===== src/rtl/single_port_ram.sv =====
// Single-port synchronous RAM: one address, write or read each cycle,
// registered read data. Optional write-through via SPRAM_WRITE_THROUGH_EN.
//
// Ports:
//   clk        rising-edge clock
//   rst_n      synchronous reset, active low (clears Data_read only)
//   wr_rd_ena  1 = write mem[addr], 0 = read mem[addr]
//   addr       word address, Addr_Width bits
//   Data_write write word, Data_Width bits
//   Data_read  registered read word, Data_Width bits
//
// Build option:
//   SPRAM_WRITE_THROUGH_EN defined   -> write-first, Data_read follows writes
//   SPRAM_WRITE_THROUGH_EN undefined -> no-change, Data_read held on writes
module single_port_ram #(
   parameter int Data_Width = 8,
   parameter int Addr_Width = 2
) (
   input  logic                  clk,
   input  logic                  rst_n,
   input  logic                  wr_rd_ena,
   input  logic [Addr_Width-1:0] addr,
   input  logic [Data_Width-1:0] Data_write,
   output logic [Data_Width-1:0] Data_read
);

   localparam int Depth = 2 ** Addr_Width;

   // Power-up contents are zero; reset never touches the array.
   logic [Data_Width-1:0] mem [Depth] = '{default: '0};
   logic [Data_Width-1:0] rd_q = '0;

   logic wr_en;
   assign wr_en = rst_n & wr_rd_ena;

   // Array kept in its own process, free of reset, so it maps to RAM.
   always_ff @(posedge clk) begin
      if (wr_en) begin
         mem[addr] <= Data_write;
      end
   end

   always_ff @(posedge clk) begin
      if (!rst_n) begin
         rd_q <= '0;
      end else if (wr_rd_ena) begin
`ifdef SPRAM_WRITE_THROUGH_EN
         rd_q <= Data_write;
`else
         rd_q <= rd_q;
`endif
      end else begin
         rd_q <= mem[addr];
      end
   end

   assign Data_read = rd_q;

endmodule


===== config.mk =====
export PLATFORM = sky130hd
export DESIGN_NAME = single_port_ram
export DESIGN_NICKNAME = d
export VERILOG_FILES = /design/src/rtl/single_port_ram.sv
export SDC_FILE = /design/constraint.sdc
export NUM_CORES = 1
export LEC_CHECK = 0
export ABC_AREA = 1
export ABC_CLOCK_PERIOD_IN_PS = 1770
export CORE_MARGIN = 4
export CORE_UTILIZATION = 45
export DETAILED_ROUTE_END_ITERATION = 16
export PLACE_DENSITY = 0.72
export SYNTH_ARGS = -nofsm -noshare
export SYNTH_HDL_FRONTEND = slang
export SYNTH_SLANG_ARGS = --single-unit

===== constraint.sdc =====
create_clock -name clk -period 1.77 [get_ports clk]
set_input_delay 0.4425 -clock clk [delete_from_list [all_inputs] [get_ports clk]]
set_output_delay 0.4425 -clock clk [all_outputs]
set_load 0.02 [all_outputs]

==> results of run 1 <==
-- layout make-up --
cell class / count / share of cell area
sequential: 40 / 0.578
multi-input combinational: 78 / 0.193
timing repair buffer: 34 / 0.166
tap: 46 / 0.0297
clock buffer: 6 / 0.0213
clock inverter: 2 / 0.00645
inverter: 3 / 0.00581
-- cells in the mapped netlist --
library cell | instances | area [um^2]
inv_2 | 3 | 11.3
buf_6 | 2 | 22.5
nor2_1 | 14 | 52.6
buf_4 | 3 | 22.5
edfxtp_1 | 32 | 961
dfxtp_1 | 8 | 160
nor3_1 | 4 | 20.0
clkbuf_1 | 1 | 3.75
nand3_1 | 29 | 145
a21oi_1 | 1 | 5.00
nor2_2 | 2 | 12.5
nand3_2 | 1 | 10.0
nor2_4 | 1 | 11.3
nand2_1 | 18 | 67.6
o21ai_0 | 8 | 40.0
-- flip-flops by register name, indices dropped and copies added, names as in the netlist --
name       flops
Data_read      8
mem           32
-- power by group --
| group | internal (mW) | switching, mW | leakage, nW |
|---|---|---|---|
| sequential | 1.05 | 0.0122 | 0.357 |
| clock | 0.153 | 0.288 | 0.0282 |
| combinational | 0.0835 | 0.103 | 0.414 |
| total | 1.29 | 0.403 | 0.800 |
-- final timing paths --
| path | to | depth (start not counted) | slack [ps] | start |
|---|---|---|---|---|
| worst max-delay path | Data_read[3] | 1 | 280 | Data_read[3]$_SDFFE_PN0N_ |
| worst min-delay path | Data_read[6]$_SDFFE_PN0N_ | 2 | 540 | Data_read[6]$_SDFFE_PN0N_ |
| worst max register to register | Data_read[1]$_SDFFE_PN0N_ | 4 | 920 | mem[2][1]$_DFFE_PP_ |
| worst min register to register | Data_read[6]$_SDFFE_PN0N_ | 2 | 540 | Data_read[6]$_SDFFE_PN0N_ |
-- metrics by stage --
step | hold WS, ps | utilization | setup slack [ps] | TNS [ps]
floorplan | 517 | - | -21.6 | -346
global placement | 507 | 0.560 | -18.6 | -91.6
detailed placement | 512 | 0.560 | -19.8 | -179
CTS | 543 | 0.576 | 13.1 | 0
global route | 567 | 0.581 | 235 | 0
finish | 536 | 0.581 | 284 | 0
-- layer usage --
metal | wire length, um | GRT usage | share of wire
met1 | 1390 | 0.200 | 0.45
met2 | 1460 | 0.220 | 0.48
met3 | 157 | 0.0388 | 0.051
met4 | 69 | 0.104 | 0.022
met5 | 0 | 0 | 0
-- kinds of logic after synthesis --
logic type / count (synthesis) / synth area share
AOI/OAI and AO/OA: 9 / 0.0291
and+or+nand+nor: 69 / 0.206
DFF: 40 / 0.726
buffers and inverters: 9 / 0.0389
-- what timing repair did --
| action | 4_1_cts | 5_1_grt |
|---|---|---|
| buffers inserted | 0 | 0 |
| pin swaps | 0 | 0 |
| resized for setup | 1 | 7 |
| setup endpoints to repair | 1 | 7 |
==> results.toml, run 1 <==
[critical_path]
crit_type = "reg2out"
path_delay_family = "flip-flops"
cp_slowest_cell = "dfxtp_1"
path_cells = "dlygate4sd2_1"
max_stage_delay_ps = 350
startpoint_type = "flop"
crit_path_max_fanout = 2
cp_num_buf_inv = 1
crit_required_ps = 1330
cp_data_arrival_time_ps = 1040
endpoint_kind = "output port"

[final_layout]
drive_above_1_share = 0.184
final_cells = 209
area_delta_synth_final_pct = 25.5
mostFrequentLayoutCells = "edfxtp_1, nand3_1, nand2_1"
multi_input_area_um2 = 374
nets = 175
register_area_mm2 = 0.00112
fillCellCount = 279
antenna_cells = 0
stdcell_area_mm2 = 0.00194
mostFrequentLayoutCell = "edfxtp_1"

[sta]
slew_viol_final = 0
rsz0062_at_grt = "no"
period_share = 0.840
timing.slew.headroom = 0.843
final-setup-viol-count = 0
clock.fmax_mhz = 673
skew_ps = 12.9
finalHoldViolations = 0
tightest_slew_ps = 235
period_minus_slack_ps = 1490

[clock_tree]
cts_tree = "done"
cts_buffers = 5
clock-root-buffer = "clkbuf_4"
clockBufferDepth = 2
insertion_delay_ps = 350
cts.sinks = 40
clkTransAtPathRegs_ps = 120
postCtsHoldBufs = 0
cts_htree_levels = 2

[status]
outcome = "complete, no violations"

[yosys]
ys_seq_area_frac = 0.726
synth.cell_area_mm2 = 0.00155
ys_ff_latch = 40
syn_nets = 140
yosysWarnings = 0
synth_cell_type_count = 15
syn_avg_cell_area_um2 = 12.2
syn_inst = 127

[routing]
post_drt_via_cell_ratio = 5.02
wl_per_cell_um = 14.7
num_vias = 1049
drt_pass1_iterations = 4
wl_mm = 3.07
drc = 0
final_antenna_net_count = 0
drt_iter0_markers = 91

[global_route]
antenna_found_initial = 0
grt_pass1_wl_mm = 4.81
grt.total_usage = 0.153
grt_pass1_vias = 972
grt_overflow = 0
grt_max_degree = 17

[die]
die-area_mm2 = 0.00444
coreArea_mm2 = 0.00334
die_h_um = 66.6
dieWidth_um = 66.6
start_util = 0.463
rows = 21
ioPinCount = 21

[power]
p_total_mw = 1.69
p_leak_nw = 0.800
power-per-cell-area_mw_per_mm2 = 872
ir_drop_mv = 0.473

[placement]
io_buffer_count = 20
placed_cells = 201
dpl-instance-area_mm2 = 0.00187
gp_congestion = 0.970
hpwl_mm = 2.25

[flow_run]
cap_viol_max_count = 0

[worst_hold_path]
holdCritPathClass = "reg2reg"
(Power assumes the default switching activity.)
==> inputs of run 2 (changes only) <==
--- a/config.mk
+++ b/config.mk
@@ -6,7 +6,7 @@
 export NUM_CORES = 1
 export LEC_CHECK = 0
 export ABC_AREA = 1
-export ABC_CLOCK_PERIOD_IN_PS = 1770
+export ABC_CLOCK_PERIOD_IN_PS = 1340
 export CORE_MARGIN = 4
 export CORE_UTILIZATION = 45
 export DETAILED_ROUTE_END_ITERATION = 16
==> constraint.sdc (replaced) <==
create_clock -name clk -period 1.34 [get_ports clk]
set_input_delay 0.335 -clock clk [delete_from_list [all_inputs] [get_ports clk]]
set_output_delay 0.335 -clock clk [all_outputs]
set_load 0.02 [all_outputs]
==> results.toml, run 2 (same netlist as run 1, synthesis figures left out) <==
[routing]
final_antenna_net_count = 0
wl_mm = 2.92
num_vias = 1051
post_drt_via_cell_ratio = 4.98
drt_pass1_iterations = 4
drc = 0
wl_per_cell_um = 13.8
drt_iter0_markers = 62

[worst_hold_path]
holdCritPathClass = "reg2reg"
hold_depth = 2

[final_layout]
register_area_mm2 = 0.00112
max_flop_register = "mem"
nets = 177
multi_input_area_um2 = 399
fillCellCount = 282
mostFrequentLayoutCell = "edfxtp_1"
mostFrequentLayoutCells = "edfxtp_1, nand3_1, nand2_1"
drive_above_1_share = 0.255
utilization = 0.586
antenna_cells = 0
largest_register_ffs = 32
area_delta_synth_final_pct = 26.6

[die]
die_h_um = 66.6
rows = 21
die-area_mm2 = 0.00444
dieWidth_um = 66.6
coreArea_mm2 = 0.00334
start_util = 0.463
ioPinCount = 21

[critical_path]
path_common_cell = "buf_4"
cp_num_buf_inv = 3
path_cells = "clkdlybuf4s50_1 -> buf_4 -> nor3_2 -> buf_4"
cp_data_arrival_time_ps = 1330
crit_required_ps = 1390
endpoint_kind = "flop"
crit_type = "in2reg"
max_stage_delay_ps = 440
path_delay_family = "buffers and inverters"
r2r_cells = 4
cp_slowest_cell = "clkdlybuf4s50_1"
startpoint_type = "input pin"
crit_path_max_fanout = 8
path_depth = 4

[placement]
io_buffer_count = 20
hpwl_mm = 2.12
gp_congestion = 0.746

[status]
outcome = "complete, no violations"

[global_route]
grt_overflow = 0
antenna_found_initial = 0
grt_pass1_vias = 1066
grt_max_degree = 17
grt.total_usage = 0.154
grt_pass1_wl_mm = 4.89

[clock_tree]
cts_tree = "done"
insertion_delay_ps = 340
cts_buffers = 5
clkTransAtPathRegs_ps = 100
clockBufferDepth = 2
clock-root-buffer = "clkbuf_4"
cts.sinks = 40
cts_htree_levels = 2

[power]
power-per-cell-area_mw_per_mm2 = 1120
ir_drop_mv = 0.573
p_leak_nw = 0.722

[sta]
rsz0062_at_grt = "no"
slew_viol_final = 0
tightest_slew_ps = 254
final-setup-viol-count = 0
fin_hold_ws_ps = 537
period_share = 0.956
skew_ps = 10.9
finalHoldViolations = 0
period_minus_slack_ps = 1280
timing.slew.headroom = 0.831
clock.fmax_mhz = 781

[flow_run]
cap_viol_max_count = 0
-- run 2: cell types whose count changed in the layout (fill, tap and decap cells not counted), moves of 2 or more --
cell	previous run	this run
clkdlybuf4s15_2	0	4
nor3_4	0	2
buf_2	0	3
dlymetal6s2s_1	7	0
nor3_1	2	0
-- run 2: worst paths after layout --
kind / from / end / slack (ps)
worst min-delay path: Data_read[0]$_SDFFE_PN0N_ / Data_read[0]$_SDFFE_PN0N_ / 540
worst min register to register: Data_read[0]$_SDFFE_PN0N_ / Data_read[0]$_SDFFE_PN0N_ / 540
worst max register to register: mem[3][3]$_DFFE_PP_ / Data_read[3]$_SDFFE_PN0N_ / 490
worst max-delay path: addr[1] / mem[1][2]$_DFFE_PP_ / 60
-- run 2: per-layer routing --
metal  vias to the layer above  part of all wire  track usage
li1                        526                 -            -
met1                       486              0.42        0.166
met2                        32              0.50        0.275
met3                         7             0.057       0.0506
met4                         0             0.020       0.0609
met5                         -                 0            0
-- run 2: per-stage QoR --
stage	instance area (um^2)	cells	power [mW]	TNS, ps	setup slack (ps)
after global placement	1920	203	1.69	-11480	-308
after CTS	1980	211	2.24	0	1.20
final	1960	211	2.20	0	59.0
after floorplan	1580	127	1.56	-1750	-106
after detailed placement	1920	203	1.70	-12390	-346
after global routing	1960	211	2.30	0	4.56
-- run 2: power by group --
part	switching (mW)	internal [mW]	leakage [nW]
Sequential	0.0161	1.39	0.357
Combinational	0.141	0.111	0.336
Clock	0.337	0.204	0.0293
-- run 2: worst reg2reg max path, cell delays in order (launching register included) --
cell      delay (ps)
edfxtp_1         390
nand3_1           90
nand3_1           80
nor2_1           130
nor2_1            60
-- run 2: layout make-up --
| class | count | share of cell area |
|---|---|---|
| Clock inverter | 1 | 0.00256 |
| Sequential cell | 40 | 0.573 |
| Tap cell | 46 | 0.0294 |
| Inverter | 3 | 0.00575 |
| Timing Repair Buffer | 36 | 0.162 |
| Clock buffer | 7 | 0.0230 |
| Multi-Input combinational cell | 78 | 0.204 |
-- run 2: timing repair --
action                     in CTS  in global routing
setup buffers                   0                  0
resized for setup              23                  5
hold buffers                    0                  0
setup endpoints to repair       8                 12
==> inputs of run 3 (changes only) <==
--- a/config.mk
+++ b/config.mk
@@ -7,6 +7,7 @@
 export LEC_CHECK = 0
 export ABC_AREA = 1
 export ABC_CLOCK_PERIOD_IN_PS = 1340
+export CAP_MARGIN = 30
 export CORE_MARGIN = 4
 export CORE_UTILIZATION = 45
 export DETAILED_ROUTE_END_ITERATION = 16
==> results of run 3 <==
No change in the layout: final DEF, timing and power equal those of run 2.
==> edit 1: new RTL, settings of run 3 <==
The option `SPRAM_WRITE_THROUGH_EN` is turned on by a define.
--- a/src/rtl/single_port_ram.sv
+++ b/src/rtl/single_port_ram.sv
@@ -12,6 +12,8 @@
 // Build option:
 //   SPRAM_WRITE_THROUGH_EN defined   -> write-first, Data_read follows writes
 //   SPRAM_WRITE_THROUGH_EN undefined -> no-change, Data_read held on writes
+`define SPRAM_WRITE_THROUGH_EN
+
 module single_port_ram #(
    parameter int Data_Width = 8,
    parameter int Addr_Width = 2
Check against the original RTL: not equivalent (Yosys sat finds a counterexample within 4 cycles, from zero or initial values and one cycle with rst_n low).
==> edit 1 against run 3 <==
- sequential cell count did not move
- worst setup slack lost 0.016 ns
- cell area is 3.6% higher
- via count rose by 5.0%
- first-iteration DRC count increased by 45%
- wire length up 14%
- area after synthesis rose by 3.1%
- combinational power is 9.5% higher
- power up 2.0%
- sequential share of layout area decreased by 2.0 points
- critical endpoint is now Data_read[3]
- highest routed layer unchanged
==> edit 1: results (changes against run 3) <==
| Metric | Value |
|---|---|
| Slowest CP cell | `dfxtp_1 (was clkdlybuf4s50_1)` |
| DR vias/cell | `5.13 (was 4.98)` |
| Delay-heaviest family, CP | `flip-flops (was buffers and inverters)` |
| Placed Cells | `207 (was 203)` |
| VDD IR max | `0.636 mV (was 0.573 mV)` |
| Worst Tran Pin Value | `0.293 ns (was 0.254 ns)` |
| Unique masters post-synth | `16 (was 15)` |
| Critical path's largest stage delay | `0.33 ns (was 0.44 ns)` |
| Placer congestion estimate | `0.861 (was 0.746)` |
| WL/cell | `15.5 um (was 13.8 um)` |
| Avg Cell Area, Syn | `12.5 um2 (was 12.2 um2)` |
| Worst EP arrival | `0.96 ns (was 1.33 ns)` |
| Max frequency | `0.771 GHz (was 0.781 GHz)` |
| Worst hold-check path type | `input pin to register (was register to register)` |
| Final HPWL DP | `2320 um (was 2120 um)` |
| GRT Total Usage | `0.175 (was 0.154)` |
| First-iteration detailed-routing DRC count | `90 (was 62)` |
| Worst Hold Depth | `4 (was 2)` |
| Pin count of the biggest net entering global routing | `13 (was 17)` |
| Post-Place Setup Slack | `-0.366 ns (was -0.346 ns)` |
| Leak | `0.805 nW (was 0.722 nW)` |
| Number of fillers in the final layout | `277 (was 282)` |
| Layout Nets | `181 (was 177)` |
| Clk slew on worst S/H paths | `0.12 ns (was 0.10 ns)` |
| Vias in the first global route | `1,196 (was 1,066)` |
| Seq/Total Area, Yosys | `0.704 (was 0.726)` |
| Share of layout cells above drive strength 1 | `0.278 (was 0.255)` |
| Synth area leaders | `edfxtp_1 60%, dfxtp_1 10%, nand3_1 6.9% (was edfxtp_1 62%, dfxtp_1 10%, nand3_1 9.4%)` |
| First-pass GRT wire length | `5620 um (was 4890 um)` |
| Post-synth top cells | `32 x edfxtp_1, 22 x nand3_1, 18 x nand2_1, 16 x nor2_1 (was 32 x edfxtp_1, 29 x nand3_1, 18 x nand2_1, 14 x nor2_1)` |
| Fin Clk Skew | `0.00544 ns (was 0.0109 ns)` |
| Status | `finished clean (unchanged)` |
edit 1: cell types whose count changed after synthesis:
cell	run 3	this run
clkbuf_1	1	0
inv_2	3	1
buf_12	0	1
nand3_2	1	8
inv_1	0	2
nor2_2	2	0
buf_4	3	0
nand3_1	29	22
nor2_1	14	16
buf_2	0	2
clkbuf_8	0	1
edit 1: kinds of logic after synthesis:
group | count (synthesis)
AOI/OAI and AO/OA | 9
and+or+nand+nor | 69
DFF | 40
buffers and inverters | 9
edit 1: final cells by class:
cell class | count | share of cell area
flip-flops and latches | 40 | 0.553
multi-input cells | 78 | 0.214
repair buffers | 40 | 0.174
well taps | 46 | 0.0284
clock buffers | 5 | 0.0185
clock inverters | 3 | 0.00679
inverters | 3 | 0.00556
edit 1: repair_timing:
action	in CTS	in global routing
hold buffers	0	0
gates resized for setup	12	15
pin swaps	0	1
endpoints found under the setup margin	11	15
edit 1: power breakdown:
part,total [mW],switching (mW),internal [mW]
combinational,0.276,0.157,0.119
clock,0.565,0.373,0.193
sequential,1.40,0.0129,1.39
total,2.24,0.543,1.70
edit 1: how the worst max path moves through the flow:
stage,from,depth (start not counted),endpoint
after floorplan,addr[1],3,mem[0][0]
after global placement,addr[0],4,mem[1][1]
after detailed placement,addr[0],4,mem[1][1]
after CTS,Data_read[1],1,Data_read[1]
after global routing,Data_read[6],1,Data_read[6]
final,Data_read[3],1,Data_read[3]
edit 1: layer usage:
layer | up-vias | GRT usage | routed length (um)
met1 | 531 | 0.207 | 1420
li1 | 534 | - | -
met5 | - | 0 | 0
met2 | 30 | 0.275 | 1630
met4 | 0 | 0.127 | 91
met3 | 9 | 0.0449 | 186
edit 1: per-stage QoR:
stage               hold slack, ns  cell area, um2  utilization  setup TNS [ns]
floorplan                    0.434            1630            -           -1.31
global placement             0.530            1990        0.588          -11.87
detailed placement           0.552            1990        0.588          -12.71
CTS                          0.582            2040        0.601               0
global route                 0.431            2030        0.598               0
finish                       0.454            2030        0.598               0
==> edit 2: new RTL, config.mk and constraints of run 3 <==
Made on the original files. Register the output `Data_read` once more; this adds one clock of latency there. Comments in the files are not updated.
--- a/src/rtl/single_port_ram.sv
+++ b/src/rtl/single_port_ram.sv
@@ -54,7 +54,9 @@
       end
    end
 
-   assign Data_read = rd_q;
+   always_ff @(posedge clk) begin
+      Data_read <= rd_q;
+   end
 
 endmodule
 
Function: changed (Yosys sat finds a counterexample within 4 cycles, from zero or initial values and one cycle with rst_n low).
==> edit 2 against run 3 <==
- wire length rose by 18%
- cell area is 11% higher
- area after synthesis up 10%
- maximum frequency about the same
- sequential cell count up 8
- utilization grew 0.52 points
- global-route usage increased by 0.26 points
- power rose by 25%
- worst setup slack got worse by 0.00098 ns
- largest cell class unchanged
- highest routed layer unchanged
==> edit 2: results (changes against run 3) <==
| Metric | Value |
|---|---|
| R2r startpoint | `mem[1][1] (was mem[3][3])` |
| Placer congestion estimate | `0.906 (was 0.746)` |
| Routed WL | `3440 um (was 2920 um)` |
| Synth Area in Compound Gates | `0.0264 (was 0.0291)` |
| Clk slew on worst S/H paths | `0.08 ns (was 0.10 ns)` |
| NonClk Buf Share | `0.151 (was 0.162)` |
| Placed Cells | `210 (was 203)` |
| Avg Cell Area, Syn | `12.6 um2 (was 12.2 um2)` |
| Tmin final | `1.28 ns (about the same)` |
| Net Count, Synth | `148 (was 140)` |
| Fin Clk Skew | `0.00720 ns (was 0.0109 ns)` |
| Status | `finished clean (unchanged)` |
| Worst Hold Depth | `0 (was 2)` |
| M3 GR Usage | `0.0580 (was 0.0506)` |
| First-iteration detailed-routing DRC count | `83 (was 62)` |
| Seq/total area | `0.592 (was 0.573)` |
| Critical path's largest stage delay | `0.50 ns (was 0.44 ns)` |
| M2 GR Usage | `0.246 (was 0.275)` |
| Hold Startpoint | `rd_q[0] (was Data_read[0])` |
| Layout area overhead | `27.0% (was 26.6%)` |
| Placed cell area | `0.00208 mm2 (was 0.00192 mm2)` |
| Leak | `0.832 nW (was 0.722 nW)` |
| Hold_ws | `0.354 ns (was 0.537 ns)` |
| Post-Place Setup Slack | `-0.353 ns (was -0.346 ns)` |
| Worst setup endpoint | `mem[2][6] (was mem[1][2])` |
| Worst EP arrival | `1.31 ns (was 1.33 ns)` |
| Vias in the first global route | `1,125 (was 1,066)` |
| Clock network area share | `0.0404 (was 0.0256)` |
| DR vias/cell | `5.13 (was 4.98)` |
| First-pass GRT wire length | `5500 um (was 4890 um)` |
| Synth area leaders | `edfxtp_1 56%, dfxtp_1 19%, nand3_1 8.5% (was edfxtp_1 62%, dfxtp_1 10%, nand3_1 9.4%)` |
| Final std cells w/o fill | `218 (was 211)` |
## edit 2: cell types whose count changed in the layout (fill, tap and decap cells not counted), sizes merged, moves of 2 or more
cell / change
clkdlybuf4s50: -2
clkdlybuf4s15: -4
dlygate4sd2: +9
clkinv: +2
clkbuf: -3
buf: -6
dfxtp: +8
## edit 2: repair_timing
action / 4_1_cts / 5_1_grt
cloned: 0 / 0
setup endpoints to repair: 41 / 16
gates resized for setup: 10 / 1
setup buffers: 0 / 0
## edit 2: metal layers
layer | vias to the layer above | routed length, um
met5 | - | 0
met4 | 0 | 155
met3 | 17 | 248
met2 | 43 | 1630
met1 | 515 | 1400
li1 | 544 | -
## edit 2: power groups by stage
| stage | Clock, mW | Combinational, mW | Sequential, mW |
|---|---|---|---|
| floorplan | 0 | 0.111 | 1.72 |
| global placement | 0 | 0.271 | 1.70 |
| detailed placement | 0 | 0.275 | 1.70 |
| CTS | 0.861 | 0.263 | 1.67 |
| global route | 0.937 | 0.282 | 1.67 |
| finish | 0.828 | 0.262 | 1.66 |
